### src/rtl/fetch_unit.sv
// rtl/fetch_unit.sv - instruction fetch front end, one outstanding imem request, redirect and stall handling
module fetch_unit #(
  parameter logic [31:0] RESET_PC  = 32'h0000_0000,
  parameter logic [31:0] NOP_INSTR = 32'h0000_0013
) (
  input  logic        clk,
  input  logic        rst,
  input  logic        StallF,
  input  logic        PCSrcE,
  input  logic [31:0] PCTargetE,
  output logic        imem_req_valid,
  input  logic        imem_req_ready,
  output logic [31:0] imem_req_addr,
  input  logic        imem_rsp_valid,
  input  logic [31:0] imem_rsp_data,
  output logic [31:0] InstrFD,
  output logic [31:0] PCF_curr,
  output logic [31:0] PCPlus4FD,
  output logic        FetchValidF
);

  typedef enum logic [1:0] {
    S_IDLE,
    S_REQ,
    S_WAIT,
    S_VALID
  } state_t;

  state_t      r_state;
  state_t      w_state_nx;
  logic [31:0] r_pcf;
  logic [31:0] w_pcf_nx;
  logic        r_drop;
  logic        w_drop_nx;
  logic [31:0] r_instr;
  logic [31:0] w_instr_nx;
  logic [31:0] r_pcbuf;
  logic [31:0] w_pcbuf_nx;
  logic        w_hs;
  logic [31:0] w_target;

  assign w_hs     = (r_state == S_REQ) && imem_req_ready;
  assign w_target = PCTargetE & ~32'h0000_0003;

  always_comb begin
    w_state_nx = r_state;
    w_pcf_nx   = r_pcf;
    w_drop_nx  = r_drop;
    w_instr_nx = r_instr;
    w_pcbuf_nx = r_pcbuf;
    case (r_state)
      S_IDLE: begin
        w_state_nx = S_REQ;
      end
      S_REQ: begin
        if (PCSrcE) begin
          w_pcf_nx = w_target;
          if (w_hs) begin
            w_state_nx = S_WAIT;
            w_drop_nx  = 1'b1;
          end
        end else if (w_hs) begin
          w_state_nx = S_WAIT;
        end
      end
      S_WAIT: begin
        // A redirect either poisons the in-flight response or swallows the one arriving now.
        if (PCSrcE) begin
          w_pcf_nx = w_target;
          if (imem_rsp_valid) begin
            w_state_nx = S_REQ;
            w_drop_nx  = 1'b0;
          end else begin
            w_drop_nx  = 1'b1;
          end
        end else if (imem_rsp_valid) begin
          if (r_drop) begin
            w_drop_nx  = 1'b0;
            w_state_nx = S_REQ;
          end else begin
            w_instr_nx = imem_rsp_data;
            w_pcbuf_nx = r_pcf;
            w_pcf_nx   = r_pcf + 32'd4;
            w_state_nx = S_VALID;
          end
        end
      end
      S_VALID: begin
        if (PCSrcE) begin
          w_pcf_nx   = w_target;
          w_state_nx = S_REQ;
        end else if (!StallF) begin
          w_state_nx = S_REQ;
        end
      end
      default: begin
        w_state_nx = S_IDLE;
      end
    endcase
  end

  // Outputs are registered from next-state values so they line up with the state they describe.
  always_ff @(posedge clk) begin
    if (rst) begin
      r_state        <= S_IDLE;
      r_pcf          <= RESET_PC;
      r_drop         <= 1'b0;
      r_instr        <= NOP_INSTR;
      r_pcbuf        <= 32'd0;
      imem_req_valid <= 1'b0;
      imem_req_addr  <= RESET_PC;
      InstrFD        <= NOP_INSTR;
      PCF_curr       <= 32'd0;
      PCPlus4FD      <= 32'd4;
      FetchValidF    <= 1'b0;
    end else begin
      r_state        <= w_state_nx;
      r_pcf          <= w_pcf_nx;
      r_drop         <= w_drop_nx;
      r_instr        <= w_instr_nx;
      r_pcbuf        <= w_pcbuf_nx;
      imem_req_valid <= (w_state_nx == S_REQ);
      if (w_state_nx == S_REQ) begin
        imem_req_addr <= w_pcf_nx;
      end
      FetchValidF    <= (w_state_nx == S_VALID);
      InstrFD        <= (w_state_nx == S_VALID) ? w_instr_nx : NOP_INSTR;
      if (w_state_nx == S_VALID) begin
        PCF_curr  <= w_pcbuf_nx;
        PCPlus4FD <= w_pcbuf_nx + 32'd4;
      end
    end
  end

endmodule

### config.mk
export PLATFORM = sky130hd
export DESIGN_NAME = fetch_unit
export DESIGN_NICKNAME = d
export VERILOG_FILES = /design/src/rtl/fetch_unit.sv
export SDC_FILE = /design/constraint.sdc
export NUM_CORES = 1
export LEC_CHECK = 0
export BUFFER_PORTS_ARGS = -buffer_cell sky130_fd_sc_hd__buf_4
export CAP_MARGIN = 5
export CELL_PAD_IN_SITES_DETAIL_PLACEMENT = 1
export CELL_PAD_IN_SITES_GLOBAL_PLACEMENT = 2
export CORE_UTILIZATION = 30
export CTS_CLUSTER_DIAMETER = 150
export CTS_CLUSTER_SIZE = 40
export DETAILED_ROUTE_END_ITERATION = 7
export PLACE_DENSITY_LB_ADDON = 0.08
export SYNTH_ARGS = -nofsm -noshare
export SYNTH_HDL_FRONTEND = slang
export SYNTH_SLANG_ARGS = --single-unit
### constraint.sdc
create_clock -name clk -period 4 [get_ports clk]
set_clock_uncertainty 0.1 [all_clocks]
set_input_delay 0.4 -clock clk [delete_from_list [all_inputs] [get_ports clk]]
set_output_delay 0.4 -clock clk [all_outputs]
set_load 0.005 [all_outputs]
-- Word-level counts from Yosys, hierarchy flattened
Index checks and enable logic that the tools add are counted.
- flip-flop bits (word level): 229
- bits in latches: 0
- RAM bits: 0
- ROM bits: 0
- input port bits: 70
- word-level logic and storage cells: 55
- memories kept: 0
- add/sub/neg operators: 2
- multiply operators: 0
- divide/modulo/power cells: 0
- order comparisons: 0
- equal/unequal tests: 8
- shift-type cells: 0
- mux-type cells: 27
- bitwise operators: 1
- reductions and logical operators: 6
- operators with widths (cell ; count):
    2-to-1 mux 32 bit ; 12
    adder 32 x 3 -> 32 bit, second input constant ; 2
    case mux 32 bit (2 select lines) ; 1
    2-to-1 mux 2 bit ; 7
    case mux 2 bit (4 select lines) ; 1
    equality test 2 bit, second input constant ; 3
    2-to-1 mux 1 bit ; 5
    equality test 2 x 1 -> 1 bit, second input constant ; 2
    != test 2 bit, second input constant ; 2
    AND reduction 4 bit ; 1
    OR reduction 2 bit ; 2
    != test 3 bit, second input constant ; 1
    logical NOT 2 bit ; 1
    case mux 1 bit (2 select lines) ; 1
    nonzero test 2 bit ; 1
    logical AND 1 bit ; 1
    inverter 1 bit ; 1

-- Logic depth before layout (Yosys ltp)
- depth after elaboration: 7
- mapped depth: 13

-- Worst setup path before layout
OpenSTA, ideal clock, no wires.
- kind: flip-flop to flip-flop
- start: register r_state[0]
- end: register PCPlus4FD[26]
- setup time: 0.122 ns
- data arrival time: 2.689 ns
- required time: 3.778 ns
- setup slack: 1.089 ns
- cell stages (with the launch flop): 14
- cell sequence: dfxtp_1 buf_2 nor3b_2 nand2_1 buf_2 buf_2 buf_1 mux2i_1 inv_1 ha_1 o21ai_2 a2111oi_2 nor3_1 a311o_1
- elaborated cells on any way between the ends: 15
- RTL lines (what ; line ; source):
    start, declared ; 29 ; state_t r_state;
    start signal, assigned ; 117 ; r_state <= w_state_nx;
    equality test 2 bit ; 51 ; case (r_state)
    2-to-1 mux 32 bit ; 51 ;
    net w_pcbuf_nx[3] ; 38 ; logic [31:0] w_pcbuf_nx;
    adder 32 x 3 -> 32 bit ; 130 ; PCPlus4FD <= w_pcbuf_nx + 32'd4;
    end signal, assigned ; 130 ;
    end, declared ; 18 ; output logic [31:0] PCPlus4FD,
The timed path passes the listed nets, and every way through them passes these cells.
A chain may end at the register's enable or synchronous reset.

-- Final worst setup path
- start: input port imem_rsp_valid
- end: register imem_req_addr[31]
- longest elaborated chain between the ends: 4
- elaborated cells on any way between the ends: 8
- ends and longest elaborated chain (what ; line ; source):
    start, declared ; 14 ; input logic imem_rsp_valid,
    2-to-1 mux 2 bit (on tied branches) ; 76, 70 ;
    2-to-1 mux 2 bit ; 68 ; if (PCSrcE) begin
    case mux 2 bit (4 select lines) ; 51 ;
    equality test 2 x 1 -> 1 bit ; 123 ; if (w_state_nx == S_REQ) begin
    end signal, assigned ; 124 ; imem_req_addr <= w_pcf_nx;
    end, declared ; 13 ; output logic [31:0] imem_req_addr,
Several ways; a longest one is shown, not always the timed one.

==> impl_metrics.py <==
metrics = {
    "outcome": {
        "status": "finished, final reports clean",
    },
    "setup_path": {
        "crit_path_start_kind": "primary input",
        "reg2reg_slack_ps": 900,
        "cp.arrival_ps": 3620,
        "critPathMaxStageDelay_ps": 560,
        "reg2reg_depth": 7,
        "criticalPathCategory": "primary input to flip-flop",
        "slowest_stage": "dlygate4sd3_1",
        "worstSetupStartpoint": "imem_rsp_valid",
        "path_depth": 9,
        "cp-end-kind": "flip-flop",
        "path_buf_inv": 3,
        "setup.worst_path.end": "imem_req_addr[31]",
        "cp.required_ps": 4260,
        "reg2reg_from": "r_drop",
        "rr_endpoint": "imem_req_addr[31]",
        "path_cells": "dlygate4sd3_1, buf_4, nor2b_1, buf_4, nand4_1, nor4_1, a21oi_1, a211oi_1, a211oi_1",
        "cp_max_fo": 22,
        "cp_top_family": "simple AND/OR/NAND/NOR gates",
    },
    "clocking": {
        "numCtsBuffers": 9,
        "ctsHtreeMaxLevel": 1,
        "clock_path_buffers": 3,
        "path_clk_slew_ps": 140,
        "cts_root_buffer": "clkbuf_16",
        "cts_num_sinks": 227,
        "clock_latency_ps": 490,
        "cts_tree": "done",
        "ctsResizeCount": 0,
    },
    "synth": {
        "yosys.area.top_type": "dfxtp_1",
        "synth_area_um2": 9850,
        "post-synth-top-count-cell": "dfxtp_1",
        "avgSynthCellArea_um2": 8.53,
        "synth_commonest_cells": "227 x dfxtp_1, 153 x nor2_1, 151 x nand2_1, 76 x a21oi_1, 51 x clkbuf_1",
        "yosysTopAreaCellShare": 0.461,
        "synth-seq-area-share": 0.461,
        "ys_types": 83,
        "synth_edf_count": 0,
        "async_reset_ff_frac": 0,
        "synth_top_flop_cell": "dfxtp_1",
        "yosys-top-cells-area": "dfxtp_1 46%, nor2_1 5.8%, nand2_1 5.8%, a21oi_1 3.9%, a211oi_1 3.4%",
        "synth_warnings": 0,
        "synth-seq-cells": 227,
        "synth_fp_nets": 1226,
        "postSynthCellCount": 1154,
    },
    "die": {
        "die_h_um": 183,
        "start_util": 0.308,
        "die-area_um2": 33600,
        "coreArea_um2": 32000,
        "pin_count": 200,
        "die_w_um": 183,
        "core.rowCount": 65,
    },
    "grt": {
        "track_usage": 0.201,
        "grt_pass1_wl_um": 52900,
        "grt_max_degree": 128,
        "gr-total-overflow": 0,
        "first_global_vias": 8846,
        "antenna_found_initial": 0,
    },
    "timing": {
        "relSlewSlack": 0.428,
        "rsz0062_at_grt": "no",
        "fmax_ghz": 0.297,
        "worst_pin_slew_ps": 858,
        "holdWs_ps": 55.0,
        "fin_ws_ps": 634,
        "finalCritPeriodShare": 0.842,
        "setup_viol": 0,
        "finalHoldViolCount": 0,
        "maxSlewViolCount": 0,
        "fin_crit_ps": 3370,
        "tns_ps": 0,
    },
    "power": {
        "intPower_uw": 2960,
        "pwr-share-comb": 0.123,
        "seq_power_share": 0.593,
        "ir_drop_mv": 0.257,
        "leakage_uw": 0.00469,
        "switching_share": 0.270,
        "power_density_nw_per_um2": 341,
        "power_switching_uw": 1100,
        "clkPwrFrac": 0.284,
    },
    "layout": {
        "stdcell_count": 1728,
        "drive_above_1_share": 0.203,
        "diodes": 0,
        "syn_to_final_growth_pct": 20.9,
        "finalNetCount": 1366,
    },
    "detailed_routing": {
        "post-route-drc-count": 0,
        "drt-initial-drc-count": 497,
        "num_vias": 8880,
        "drt-total-wl_um": 33900,
        "detail_route.wl_per_cell_um": 19.6,
        "via_per_inst": 5.14,
        "drtPass1Iterations": 5,
        "postRouteAntennaNets": 0,
    },
    "placed_design": {
        "dpl_worst_slack_ps": 801,
        "port_buffers": 197,
        "placed_cells": 1717,
        "dp_hpwl_um": 24100,
        "gp_congestion": 0.821,
    },
    "hold_path": {
        "hold_class": "primary input to flip-flop",
    },
    "run": {
        "cap_violations": 0,
    },
}
## worst min-delay path, delay by kind of cell
family | cells | cell delay [ps]
mux | 1 | 70
buf+inv | 1 | 80
simple gates | 1 | 60
## worst min path at each step
stage	start	to	slack, ps	cells past startpoint
final	imem_rsp_data[4]	r_instr[4]	60	3
after detailed placement	PCPlus4FD[2]	PCPlus4FD[2]	350	2
after global routing	imem_rsp_data[1]	r_instr[1]	40	3
after CTS	imem_rsp_data[4]	r_instr[4]	30	3
after global placement	PCPlus4FD[2]	PCPlus4FD[2]	340	2
after floorplan	r_instr[10]	r_instr[10]	330	2
## state kept, by name, summed over array words and instances (netlist names)
signal          count
FetchValidF         1
imem_req_addr      32
imem_req_valid      1
PCPlus4FD          30
InstrFD            32
r_pcbuf            32
r_state             2
r_pcf              32
r_instr            32
PCF_curr           32
r_drop              1
## cell usage in the layout, fill, tap and decap left out, drive strengths merged, types with 6 or more instances in the layout
cell type and n:
nor3 17, buf 224, xor2 14, nor4 9, and4 9, clkbuf 9
mux2i 32, and2 33, a311o 10, nand2 151, nor2 155, nand2b 8
inv 12, and3 21, o221ai 7, o21a 6, xnor2 6, a21oi 77
nand3 37, a31oi 9, o21ai 30, a211oi 45, o31ai 6, o22ai 25
nand4 13, o311ai 6, dfxtp 227
## what timing repair did
item,in CTS,in global routing
hold buffers,1,0
setup buffers,0,0
endpoints found under the hold margin,1,0
## power groups by stage
stage / registers, µW / logic (µW) / clock network (µW)
2_1_floorplan: 2420 / 293 / 0
3_3_place_gp: 2460 / 499 / 0
3_5_place_dp: 2460 / 504 / 0
4_1_cts: 2410 / 507 / 1220
5_1_grt: 2420 / 552 / 1280
6_report: 2410 / 500 / 1150
## layout make-up
type                    instances  area [µm²]
fillers                      3841       20100
multi-input cells             817        4820
flip-flops and latches        227        4540
repair buffers                225        1700
well taps                     435         544
clock buffers                   9         225
inverters                      14        52.6
clock inverters                 1        16.3
## per-layer routing
| metal | track usage | wire, µm | vias to the layer above |
|---|---|---|---|
| met5 | 0 | 0 | - |
| met4 | 0.0320 | 443 | 0 |
| met3 | 0.0193 | 1150 | 20 |
| met2 | 0.315 | 14700 | 193 |
| met1 | 0.300 | 17600 | 4294 |
| li1 | - | - | 4373 |
## through the flow
stage / cell area (µm²) / util / total power, µW
finish: 11900 / 0.372 / 4060
global route: 11900 / 0.372 / 4250
CTS: 11900 / 0.372 / 4130
detailed placement: 11700 / 0.365 / 2960
global placement: 11700 / 0.365 / 2950
floorplan: 9850 / - / 2710
## cells by family after synthesis
group	count (synthesis)	share of synthesized area
fa+ha+maj	2	0.00254
compound gates	283	0.202
buf+inv	110	0.0510
simple gates	475	0.227
mux	37	0.0382
xor+xnor	20	0.0178
flops	227	0.461
Power figures use the tool's default switching activity.
